===== src/rtl/csr_trap_sequencer_pkg.sv =====
// Shared types and constants for the user-mode trap sequencer.
// Holds FSM states, CSR addresses and ustatus bit positions.
package csr_trap_sequencer_pkg;

  typedef enum logic [2:0] {
    S_IDLE,
    S_TRAP_SAVE,
    S_TRAP_STATUS,
    S_TRAP_JUMP,
    S_RET_STATUS,
    S_RET_JUMP
  } state_t;

  localparam logic [11:0] CSR_USTATUS = 12'h000;
  localparam logic [11:0] CSR_UTVEC   = 12'h005;
  localparam logic [11:0] CSR_UEPC    = 12'h041;
  localparam logic [11:0] CSR_UCAUSE  = 12'h042;
  localparam logic [11:0] CSR_UTVAL   = 12'h043;

  localparam int UIE  = 0;
  localparam int UPIE = 4;

  localparam logic [1:0]  UTVEC_VECTORED = 2'b01;
  localparam logic [31:0] INT_CAUSE      = 32'h80000008;

  function automatic logic [31:0] ustatus_on_trap(
    input logic [31:0] s
  );
    logic [31:0] r;
    r       = s;
    r[UPIE] = s[UIE];
    r[UIE]  = 1'b0;
    return r;
  endfunction

  function automatic logic [31:0] ustatus_on_ret(
    input logic [31:0] s
  );
    logic [31:0] r;
    r       = s;
    r[UIE]  = s[UPIE];
    r[UPIE] = 1'b1;
    return r;
  endfunction

endpackage


===== src/rtl/csr_trap_sequencer_if.sv =====
// Request, CSR-file and control bundle of the trap sequencer.
// slave is the sequencer side, master the pipeline/CSR-file side.
interface csr_trap_sequencer_if;

  logic        iExcValid;
  logic [4:0]  iExcCause;
  logic [31:0] iPC;
  logic [31:0] iExcTval;
  logic        iIntReq;
  logic        iURet;
  logic        iCsrWrReq;
  logic [11:0] iCsrAddr;
  logic [31:0] iCsrWrData;
  logic [31:0] iUstatus;
  logic [31:0] iUtvec;
  logic [31:0] iUepc;

  logic        oRegWrite;
  logic        oRegWriteSimu;
  logic [11:0] oWriteRegister;
  logic [31:0] oWriteData;
  logic [31:0] oWriteDataUEPC;
  logic [31:0] oWriteDataUCAUSE;
  logic [31:0] oWriteDataUTVAL;
  logic        oCsrGrant;
  logic        oStall;
  logic        oPCRedirect;
  logic [31:0] oPCTarget;

  modport slave (
    input  iExcValid, iExcCause, iPC, iExcTval,
    input  iIntReq, iURet,
    input  iCsrWrReq, iCsrAddr, iCsrWrData,
    input  iUstatus, iUtvec, iUepc,
    output oRegWrite, oRegWriteSimu, oWriteRegister,
    output oWriteData, oWriteDataUEPC,
    output oWriteDataUCAUSE, oWriteDataUTVAL,
    output oCsrGrant, oStall, oPCRedirect, oPCTarget
  );

  modport master (
    output iExcValid, iExcCause, iPC, iExcTval,
    output iIntReq, iURet,
    output iCsrWrReq, iCsrAddr, iCsrWrData,
    output iUstatus, iUtvec, iUepc,
    input  oRegWrite, oRegWriteSimu, oWriteRegister,
    input  oWriteData, oWriteDataUEPC,
    input  oWriteDataUCAUSE, oWriteDataUTVAL,
    input  oCsrGrant, oStall, oPCRedirect, oPCTarget
  );

endinterface


===== src/rtl/csr_trap_target.sv =====
// Trap handler address: utvec base, offset by 4*cause for
// interrupts when utvec selects vectored mode.
module csr_trap_target
  import csr_trap_sequencer_pkg::*;
(
  input  logic [31:0] utvec,
  input  logic [4:0]  cause,
  input  logic        is_int,
  output logic [31:0] target
);

  logic [31:0] base;
  logic [31:0] offs;
  logic        vec;

  assign base = {utvec[31:2], 2'b00};
  assign vec  = (utvec[1:0] == UTVEC_VECTORED) && is_int;
  assign offs = vec ? {25'b0, cause, 2'b00} : 32'b0;
  assign target = base + offs;

endmodule


===== src/rtl/csr_trap_sequencer.sv =====
// User-mode trap/uret sequencer: saves uepc/ucause/utval,
// updates ustatus and redirects the PC over a few cycles.
module csr_trap_sequencer #(
  parameter logic [31:0] INT_CAUSE = csr_trap_sequencer_pkg::INT_CAUSE,
  parameter logic [31:0] RESET_PC  = 32'h00400000
) (
  input logic             iCLK,
  input logic             iRST_N,
  csr_trap_sequencer_if.slave bus
);
  import csr_trap_sequencer_pkg::*;

  state_t      state, nstate;
  logic [31:0] epc_q, cause_q, tval_q;
  logic        int_q;
  logic        take_exc, take_int, take_ret, take_csr;
  logic [31:0] trap_target;

  logic        reg_wr, reg_wr_simu, grant, stall, redir;
  logic [11:0] wr_reg;
  logic [31:0] wr_data, wr_uepc, wr_ucause, wr_utval, pc_tgt;

  assign take_exc = bus.iExcValid;
  assign take_int = !take_exc && bus.iIntReq
                    && bus.iUstatus[UIE];
  assign take_ret = !take_exc && !take_int && bus.iURet;
  assign take_csr = !take_exc && !take_int && !take_ret
                    && bus.iCsrWrReq;

  always_ff @(posedge iCLK or negedge iRST_N) begin
    if (!iRST_N) state <= S_IDLE;
    else         state <= nstate;
  end

  always_comb begin
    nstate = state;
    unique case (state)
      S_IDLE: begin
        if (take_exc || take_int) nstate = S_TRAP_SAVE;
        else if (take_ret)        nstate = S_RET_STATUS;
      end
      S_TRAP_SAVE:   nstate = S_TRAP_STATUS;
      S_TRAP_STATUS: nstate = S_TRAP_JUMP;
      S_TRAP_JUMP:   nstate = S_IDLE;
      S_RET_STATUS:  nstate = S_RET_JUMP;
      S_RET_JUMP:    nstate = S_IDLE;
      default:       nstate = S_IDLE;
    endcase
  end

  // Trap context is captured only at acceptance; later requests
  // are held by the requester until the sequencer is back in IDLE.
  always_ff @(posedge iCLK or negedge iRST_N) begin
    if (!iRST_N) begin
      epc_q   <= '0;
      cause_q <= '0;
      tval_q  <= '0;
      int_q   <= 1'b0;
    end else if (state == S_IDLE && take_exc) begin
      epc_q   <= bus.iPC;
      cause_q <= {27'b0, bus.iExcCause};
      tval_q  <= bus.iExcTval;
      int_q   <= 1'b0;
    end else if (state == S_IDLE && take_int) begin
      epc_q   <= bus.iPC;
      cause_q <= INT_CAUSE;
      tval_q  <= '0;
      int_q   <= 1'b1;
    end
  end

  csr_trap_target u_target (
    .utvec  (bus.iUtvec),
    .cause  (cause_q[4:0]),
    .is_int (int_q),
    .target (trap_target)
  );

  always_comb begin
    reg_wr      = 1'b0;
    reg_wr_simu = 1'b0;
    grant       = 1'b0;
    stall       = 1'b0;
    redir       = 1'b0;
    wr_reg      = '0;
    wr_data     = '0;
    wr_uepc     = '0;
    wr_ucause   = '0;
    wr_utval    = '0;
    pc_tgt      = RESET_PC;
    if (iRST_N) begin
      unique case (state)
        S_IDLE: begin
          stall = take_exc || take_int || take_ret;
          if (take_csr) begin
            grant   = 1'b1;
            reg_wr  = 1'b1;
            wr_reg  = bus.iCsrAddr;
            wr_data = bus.iCsrWrData;
          end
        end
        S_TRAP_SAVE: begin
          stall       = 1'b1;
          reg_wr_simu = 1'b1;
          wr_uepc     = epc_q;
          wr_ucause   = cause_q;
          wr_utval    = tval_q;
        end
        S_TRAP_STATUS: begin
          stall   = 1'b1;
          reg_wr  = 1'b1;
          wr_reg  = CSR_USTATUS;
          wr_data = ustatus_on_trap(bus.iUstatus);
        end
        S_TRAP_JUMP: begin
          stall  = 1'b1;
          redir  = 1'b1;
          pc_tgt = trap_target;
        end
        S_RET_STATUS: begin
          stall   = 1'b1;
          reg_wr  = 1'b1;
          wr_reg  = CSR_USTATUS;
          wr_data = ustatus_on_ret(bus.iUstatus);
        end
        S_RET_JUMP: begin
          stall  = 1'b1;
          redir  = 1'b1;
          pc_tgt = bus.iUepc;
        end
        default: ;
      endcase
    end
  end

  assign bus.oRegWrite        = reg_wr;
  assign bus.oRegWriteSimu    = reg_wr_simu;
  assign bus.oWriteRegister   = wr_reg;
  assign bus.oWriteData       = wr_data;
  assign bus.oWriteDataUEPC   = wr_uepc;
  assign bus.oWriteDataUCAUSE = wr_ucause;
  assign bus.oWriteDataUTVAL  = wr_utval;
  assign bus.oCsrGrant        = grant;
  assign bus.oStall           = stall;
  assign bus.oPCRedirect      = redir;
  assign bus.oPCTarget        = pc_tgt;

endmodule


===== src/flat_wrapper.sv =====
// flat-port wrapper written by rule: the top's interface ports become plain ports
module csr_trap_sequencer_flat import csr_trap_sequencer_pkg::*;
#(
  parameter logic [31:0] INT_CAUSE = csr_trap_sequencer_pkg::INT_CAUSE,
  parameter logic [31:0] RESET_PC  = 32'h00400000
)
  (iCLK, iRST_N, bus_iExcValid, bus_iExcCause, bus_iPC, bus_iExcTval, bus_iIntReq, bus_iURet, bus_iCsrWrReq, bus_iCsrAddr, bus_iCsrWrData, bus_iUstatus, bus_iUtvec, bus_iUepc, bus_oRegWrite, bus_oRegWriteSimu, bus_oWriteRegister, bus_oWriteData, bus_oWriteDataUEPC, bus_oWriteDataUCAUSE, bus_oWriteDataUTVAL, bus_oCsrGrant, bus_oStall, bus_oPCRedirect, bus_oPCTarget);
  csr_trap_sequencer_if bus_i ();
  input logic iCLK;
  input logic iRST_N;
  input wire logic [$bits(bus_i.iExcValid)-1:0] bus_iExcValid;
  input wire logic [$bits(bus_i.iExcCause)-1:0] bus_iExcCause;
  input wire logic [$bits(bus_i.iPC)-1:0] bus_iPC;
  input wire logic [$bits(bus_i.iExcTval)-1:0] bus_iExcTval;
  input wire logic [$bits(bus_i.iIntReq)-1:0] bus_iIntReq;
  input wire logic [$bits(bus_i.iURet)-1:0] bus_iURet;
  input wire logic [$bits(bus_i.iCsrWrReq)-1:0] bus_iCsrWrReq;
  input wire logic [$bits(bus_i.iCsrAddr)-1:0] bus_iCsrAddr;
  input wire logic [$bits(bus_i.iCsrWrData)-1:0] bus_iCsrWrData;
  input wire logic [$bits(bus_i.iUstatus)-1:0] bus_iUstatus;
  input wire logic [$bits(bus_i.iUtvec)-1:0] bus_iUtvec;
  input wire logic [$bits(bus_i.iUepc)-1:0] bus_iUepc;
  output wire logic [$bits(bus_i.oRegWrite)-1:0] bus_oRegWrite;
  output wire logic [$bits(bus_i.oRegWriteSimu)-1:0] bus_oRegWriteSimu;
  output wire logic [$bits(bus_i.oWriteRegister)-1:0] bus_oWriteRegister;
  output wire logic [$bits(bus_i.oWriteData)-1:0] bus_oWriteData;
  output wire logic [$bits(bus_i.oWriteDataUEPC)-1:0] bus_oWriteDataUEPC;
  output wire logic [$bits(bus_i.oWriteDataUCAUSE)-1:0] bus_oWriteDataUCAUSE;
  output wire logic [$bits(bus_i.oWriteDataUTVAL)-1:0] bus_oWriteDataUTVAL;
  output wire logic [$bits(bus_i.oCsrGrant)-1:0] bus_oCsrGrant;
  output wire logic [$bits(bus_i.oStall)-1:0] bus_oStall;
  output wire logic [$bits(bus_i.oPCRedirect)-1:0] bus_oPCRedirect;
  output wire logic [$bits(bus_i.oPCTarget)-1:0] bus_oPCTarget;
  assign bus_i.iExcValid = bus_iExcValid;
  assign bus_i.iExcCause = bus_iExcCause;
  assign bus_i.iPC = bus_iPC;
  assign bus_i.iExcTval = bus_iExcTval;
  assign bus_i.iIntReq = bus_iIntReq;
  assign bus_i.iURet = bus_iURet;
  assign bus_i.iCsrWrReq = bus_iCsrWrReq;
  assign bus_i.iCsrAddr = bus_iCsrAddr;
  assign bus_i.iCsrWrData = bus_iCsrWrData;
  assign bus_i.iUstatus = bus_iUstatus;
  assign bus_i.iUtvec = bus_iUtvec;
  assign bus_i.iUepc = bus_iUepc;
  assign bus_oRegWrite = bus_i.oRegWrite;
  assign bus_oRegWriteSimu = bus_i.oRegWriteSimu;
  assign bus_oWriteRegister = bus_i.oWriteRegister;
  assign bus_oWriteData = bus_i.oWriteData;
  assign bus_oWriteDataUEPC = bus_i.oWriteDataUEPC;
  assign bus_oWriteDataUCAUSE = bus_i.oWriteDataUCAUSE;
  assign bus_oWriteDataUTVAL = bus_i.oWriteDataUTVAL;
  assign bus_oCsrGrant = bus_i.oCsrGrant;
  assign bus_oStall = bus_i.oStall;
  assign bus_oPCRedirect = bus_i.oPCRedirect;
  assign bus_oPCTarget = bus_i.oPCTarget;
  csr_trap_sequencer #(.INT_CAUSE(INT_CAUSE), .RESET_PC(RESET_PC)) u_core (.iCLK(iCLK), .iRST_N(iRST_N), .bus(bus_i));
endmodule

===== config.mk =====
export PLATFORM = sky130hd
export DESIGN_NAME = csr_trap_sequencer_flat
export DESIGN_NICKNAME = d
export VERILOG_FILES = /design/src/rtl/csr_trap_sequencer_pkg.sv /design/src/rtl/csr_trap_sequencer_if.sv /design/src/rtl/csr_trap_target.sv /design/src/rtl/csr_trap_sequencer.sv /design/src/flat_wrapper.sv
export SDC_FILE = /design/constraint.sdc
export NUM_CORES = 1
export LEC_CHECK = 0
export BUFFER_PORTS_ARGS = -buffer_cell sky130_fd_sc_hd__buf_2
export CAP_MARGIN = 20
export CELL_PAD_IN_SITES_DETAIL_PLACEMENT = 2
export CELL_PAD_IN_SITES_GLOBAL_PLACEMENT = 2
export CORE_UTILIZATION = 18
export CTS_CLUSTER_DIAMETER = 150
export CTS_CLUSTER_SIZE = 20
export DETAILED_ROUTE_END_ITERATION = 6
export GPL_TIMING_DRIVEN = 0
export PLACE_DENSITY_LB_ADDON = 0.05
export SLEW_MARGIN = 20
export SYNTH_ARGS = -nofsm -noshare
export SYNTH_HDL_FRONTEND = slang
export SYNTH_SLANG_ARGS = --single-unit

===== constraint.sdc =====
create_clock -name iCLK -period 2.7 [get_ports iCLK]
set_clock_uncertainty 0.1 [all_clocks]
set_input_delay 0.27 -clock iCLK [delete_from_list [all_inputs] [get_ports iCLK]]
set_output_delay 0.27 -clock iCLK [all_outputs]
set_load 0.01 [all_outputs]

== After elaboration in Yosys (flattened, before gate mapping) ==
Index checks and enable logic that the tools add are counted.

* Bits of input ports: 215
* Register bits: 100
* Word-level logic and storage cells: 69
* Output and inout port bits: 177

* Equal/unequal tests: 7
* $add $sub $neg: 1
* Multiplexer cells: 37
* Reductions and logical operators: 19

{| class="wikitable"
|+ Operators with widths
! operator !! count
|-
| 32-bit 2-to-1 mux || 15
|-
| 32-bit case mux with 3 select lines || 1
|-
| 32-bit case mux with 2 select lines || 1
|-
| 12-bit 2-to-1 mux || 3
|-
| 32-bit by 7-bit adder with 32-bit output || 1
|-
| 3-bit case mux with 4 select lines || 1
|-
| 1-bit 2-to-1 mux || 11
|-
| 1-bit logical AND || 9
|-
| 7-bit 2-to-1 mux || 1
|-
| 3-bit by 2-bit == test with 1-bit output (second input constant) || 2
|-
| 3-bit == test (second input constant) || 2
|-
| 3-bit 2-to-1 mux || 2
|-
| 5-bit OR reduction || 1
|-
| 1-bit case mux with 2 select lines || 2
|-
| 2-bit OR reduction || 2
|-
| 3-bit by 1-bit == test with 1-bit output (second input constant) || 1
|-
| 1-bit zero test || 3
|-
| 3-bit zero test || 1
|-
| 3-bit by 1-bit inequality test with 1-bit output (second input constant) || 1
|-
| 2-bit by 1-bit == test with 1-bit output (second input constant) || 1
|-
| 1-bit logical OR || 2
|-
| 2-bit nonzero test || 1
|}

== Depth between registers and ports, before layout ==
* Depth after elaboration: 12
* Depth in mapped cells: 11
* Mapped depth without buffers: 10

== Hierarchy ==
Synthesis repeated with hierarchy kept, for this count alone.

* Cells, all modules: 605
* Area, all modules: 5456.5 um^2

{| class="wikitable"
|+ Modules (own cells, without submodules)
! module !! area each (um^2) !! sequential area each (um^2) !! cells each !! instances
|-
| csr_trap_sequencer || 4698.3 || 1826.8 || 497 || 1
|-
| csr_trap_target || 758.2 || 0.0 || 108 || 1
|}

== Worst setup path after synthesis ==
No wires, ideal clock.

* Path type: register to output
* Start: reg, netlist name u_core.cause_q[31]
* End: out bus_oPCTarget[30]
* Buffers on the path: 1
* Arrival: 2374 ps
* Cell stages (with the launch flop): 12
* Data required time: 2330 ps
* Path slack: -44 ps
* Path through: dfrtp_1 -> and3b_1 -> and2_1 -> ha_1 -> inv_1 -> fa_1 -> nand2b_1 -> a21oi_1 -> buf_2 -> o211ai_1 -> xor2_1 -> o21ai_0

{| class="wikitable"
|+ RTL lines
! item !! RTL line !! source
|-
| end, declared || flat_wrapper.sv:33 || <nowiki>output wire logic [$bits(bus_i.oPCTarget)-1:0] bus_oPCTarget;</nowiki>
|}

==> flow_summary_export.csv <==
group,metric,value,unit
outcome,status,"finished, violations left",
timing,min_period,3.25,ns
timing,fmax,308,MHz
global_route,grt_usage,18.1,%
power_and_ir_drop,p_total,6.04,mW
cts,clock_sinks,73,
power_and_ir_drop,ir_drop,0.286,mV
finish,layout-drive-gt1-share,47.5,%
finish,fin_area,8590,µm²
floorplanning,dieHeight,172,µm
drt,dr_wl_met2,14.0,mm
cts,cts_buffer_depth,2,
worst_hold_path,hold_class,"in -> reg",
logic_synthesis,synth-seq-cells,73,
logic_synthesis,ys.warnings.count,0,
drt,dr_total_vias,6103,
logic_synthesis,synth_area,5200,µm²
placement,dpl_cell_area,7620,µm²
floorplanning,fp-row-count,61,
placement,dp_slack,-0.923,ns
logic_synthesis,synthesis.instances,637,
timing,slew_violations,0,
cts,cts-buffers-inserted,9,
worst_setup_path,arrival,2.88,ns
placement,place_inst,1405,
floorplanning,start_util,18.5,%
timing,worst_pin_slew,0.583,ns
worst_setup_path,critPathMaxFanout,5,
timing,relSlewSlack,61.1,%
drt,first_pass_iters,4,
floorplanning,io_pins,392,
drt,totalWireLength,27.9,mm
drt,wl_met3,2.17,mm
cts,root_buffer,"clkbuf_16",
run,drv_cap,0,
drt,drtAntennaViolNets,0,
finish,finalNonFillerCells,1449,
cts,clk_pin_slew_worst_paths,0.07,ns
drt,drc,0,
worst_setup_path,worstPathRequired,2.33,ns
placement,port_buffers,364,
timing,whs,0.0167,ns
drt,top_layer,"met5",
global_route,grt_max_degree,45,
global_route,grt_antenna_before_repair,8,
drt,wire_per_inst,19.3,µm
worst_setup_path,critical_path_class,"reg -> out",
worst_setup_path,end_kind,"output pin",
floorplanning,die_x,172,µm
logic_synthesis,synth.distinct_cells,55,
timing,hold_viol,0,
floorplanning,core,28100,µm²
timing,tns,-11.07,ns
power_and_ir_drop,power.density,703,nW/µm²
power_and_ir_drop,leakagePower,4.54,nW
logic_synthesis,synth_edf_count,0,
placement,gp_congestion,0.763,
worst_setup_path,cpPeakStageDelay,0.39,ns
worst_setup_path,worst_path_max_delay_cell,"dfrtp_1",
global_route,grt_pass1_wl,39.9,mm
logic_synthesis,yosysSeqAreaShare,35.2,%
timing,period_share,120,%
logic_synthesis,async_reset_ff_share,100,%
worst_setup_path,crit_chain,"and3b_2, and2_4, ha_4, inv_2, fa_2, nand2b_4, a21oi_4, buf_6, o2111ai_1, xnor2_1, o21ai_1, buf_2",
finish,layout.nets,1283,
outcome,violations,"negative setup slack",
timing,setup_viol,28,
drt,wl_met1,11.2,mm
cts,insertion_delay,0.33,ns
timing,rsz0062_at_grt,"true",
cts,htree_levels,3,
cts,cts_tree,"built",
finish,syn2layout_area_growth,65.3,%
timing,fin_ws,-0.545,ns
drt,viasPerCell,4.21,
global_route,grt_remaining_overflow,0,
logic_synthesis,syn_area_per_cell,8.16,µm²
finish,fin_util,30.6,%
global_route,grt_pass1_vias,6400,
floorplanning,dieArea,29600,µm²
drt,drt_iter0_markers,190,
logic_synthesis,synth-main-ff-cell,"dfrtp_1",
placement,hpwl,22.4,mm
worst_setup_path,cp-start-kind,"flop",
==> cell usage after synthesis, types with 3 or more instances <==
library cell	count	share of area, %
o211ai_1	5	0.72
o2111ai_1	5	0.84
and3_1	5	0.60
a22oi_1	30	4.3
a2111oi_2	3	0.87
nor2_1	43	3.1
buf_4	29	4.2
nand2_1	136	9.8
dfrtp_1	73	35
nor3_1	3	0.29
a211oi_1	4	0.58
inv_1	10	0.72
xnor2_1	18	3.0
clkbuf_1	32	2.3
nand4_1	4	0.48
nand3_1	4	0.39
buf_2	10	0.96
xor2_1	8	1.3
o21ai_1	3	0.29
o21ai_0	23	2.2
nand2b_1	6	0.72
ha_1	5	1.2
and2_1	92	11
a21oi_1	11	1.1
a22o_1	37	6.2
==> layer usage <==
metal  vias up  GRT usage (%)
met1      2916           20.9
met2       208           32.5
met5         -              0
li1       2950              -
met3        21           5.45
met4         8           4.00
==> final cells by class <==
| cell class | instances | area [µm²] |
|---|---|---|
| clock inverter | 5 | 85.1 |
| tap | 378 | 473 |
| multi-input combinational | 505 | 3280 |
| fill | 3413 | 19500 |
| clock buffer | 11 | 253 |
| timing repair buffer | 389 | 2160 |
| inverter | 10 | 37.5 |
| sequential | 73 | 1830 |
| antenna | 4 | 10.0 |
| buffer | 74 | 460 |
==> flip-flops by register name (all words and copies together), names as in the netlist <==
name / flops
u_core.cause_q: 6
u_core.epc_q: 32
u_core.state: 3
u_core.tval_q: 32
==> placed cells by master, fill, tap and decap left out, drive strengths merged, types with 2 or more instances in the layout <==
cell type,netlist,routed
buf,42,429
and3,5,5
o211ai,5,5
xnor2,18,18
nor2b,2,2
nor3,4,4
nor4,2,2
nand4,5,5
nand2,136,136
ha,5,5
a21oi,12,12
clkbuf,32,43
nand4b,2,2
and4,4,4
nand3,5,5
a211oi,4,4
nor3b,2,2
nand2b,6,6
bufinv,0,2
xor2,8,8
o2111ai,5,5
inv,10,11
a22o,37,37
or2,2,2
o21ai,28,28
conb,1,26
nor2,43,43
dfrtp,73,73
a21o,2,2
diode,0,4
a2111oi,5,5
and2,92,92
a22oi,30,30
==> worst paths after layout <==
check                                   startpoint                end  slack (ns)  cells after the start
worst max-delay path            u_core.cause_q[31]  bus_oPCTarget[20]       -0.55                     12
worst min-delay path                   bus_iPC[21]   u_core.epc_q[21]        0.02                      3
worst max register to register     u_core.state[0]   u_core.epc_q[25]        0.48                      8
worst min register to register    u_core.epc_q[14]   u_core.epc_q[14]        0.37                      2
max in group asynchronous                   iRST_N  u_core.tval_q[26]        1.65                      3
min in group asynchronous                   iRST_N   u_core.epc_q[26]        0.59                      3
==> cells by family (layout without fill, tap and decap cells) <==
kind of cell               count (synthesis)  in the layout  synth area share (%)
DFF                                       73             73                  35.2
buffers and inverters                     84            489                  8.69
adders and majority gates                  6              6                  1.59
and+or+nand+nor                          313            313                  30.1
AOI/OAI and AO/OA                        133            133                  19.8
xor gates and xnor gates                  26             26                  4.38
other                                      1             30                0.0722
muxes                                      1              1                 0.217
==> repair_timing <==
item	4_1_cts	5_1_grt
buffers inserted	10	10
endpoints found under the hold margin	29	0
pin swaps	15	11
gates resized for setup	62	39
gates cloned	3	0
endpoints found under the setup margin	133	131
hold buffers	2	0
==> critical path, delay by kind of cell, from the launching register on <==
family | cells | cell delay (ns)
AOI/OAI and AO/OA | 3 | 0.43
xor gates and xnor gates | 1 | 0.31
adders and majority gates | 2 | 0.47
buffers and inverters | 3 | 0.34
DFF | 1 | 0.39
and+or+nand+nor | 3 | 0.61
==> power breakdown <==
group          internal, mW  leakage, nW  switching [mW]
sequential             1.59        0.915           0.224
clock                 0.865        0.162           0.504
combinational          1.20         3.46            1.65
total                  3.66         4.54            2.37
(Power assumes the default switching activity.)
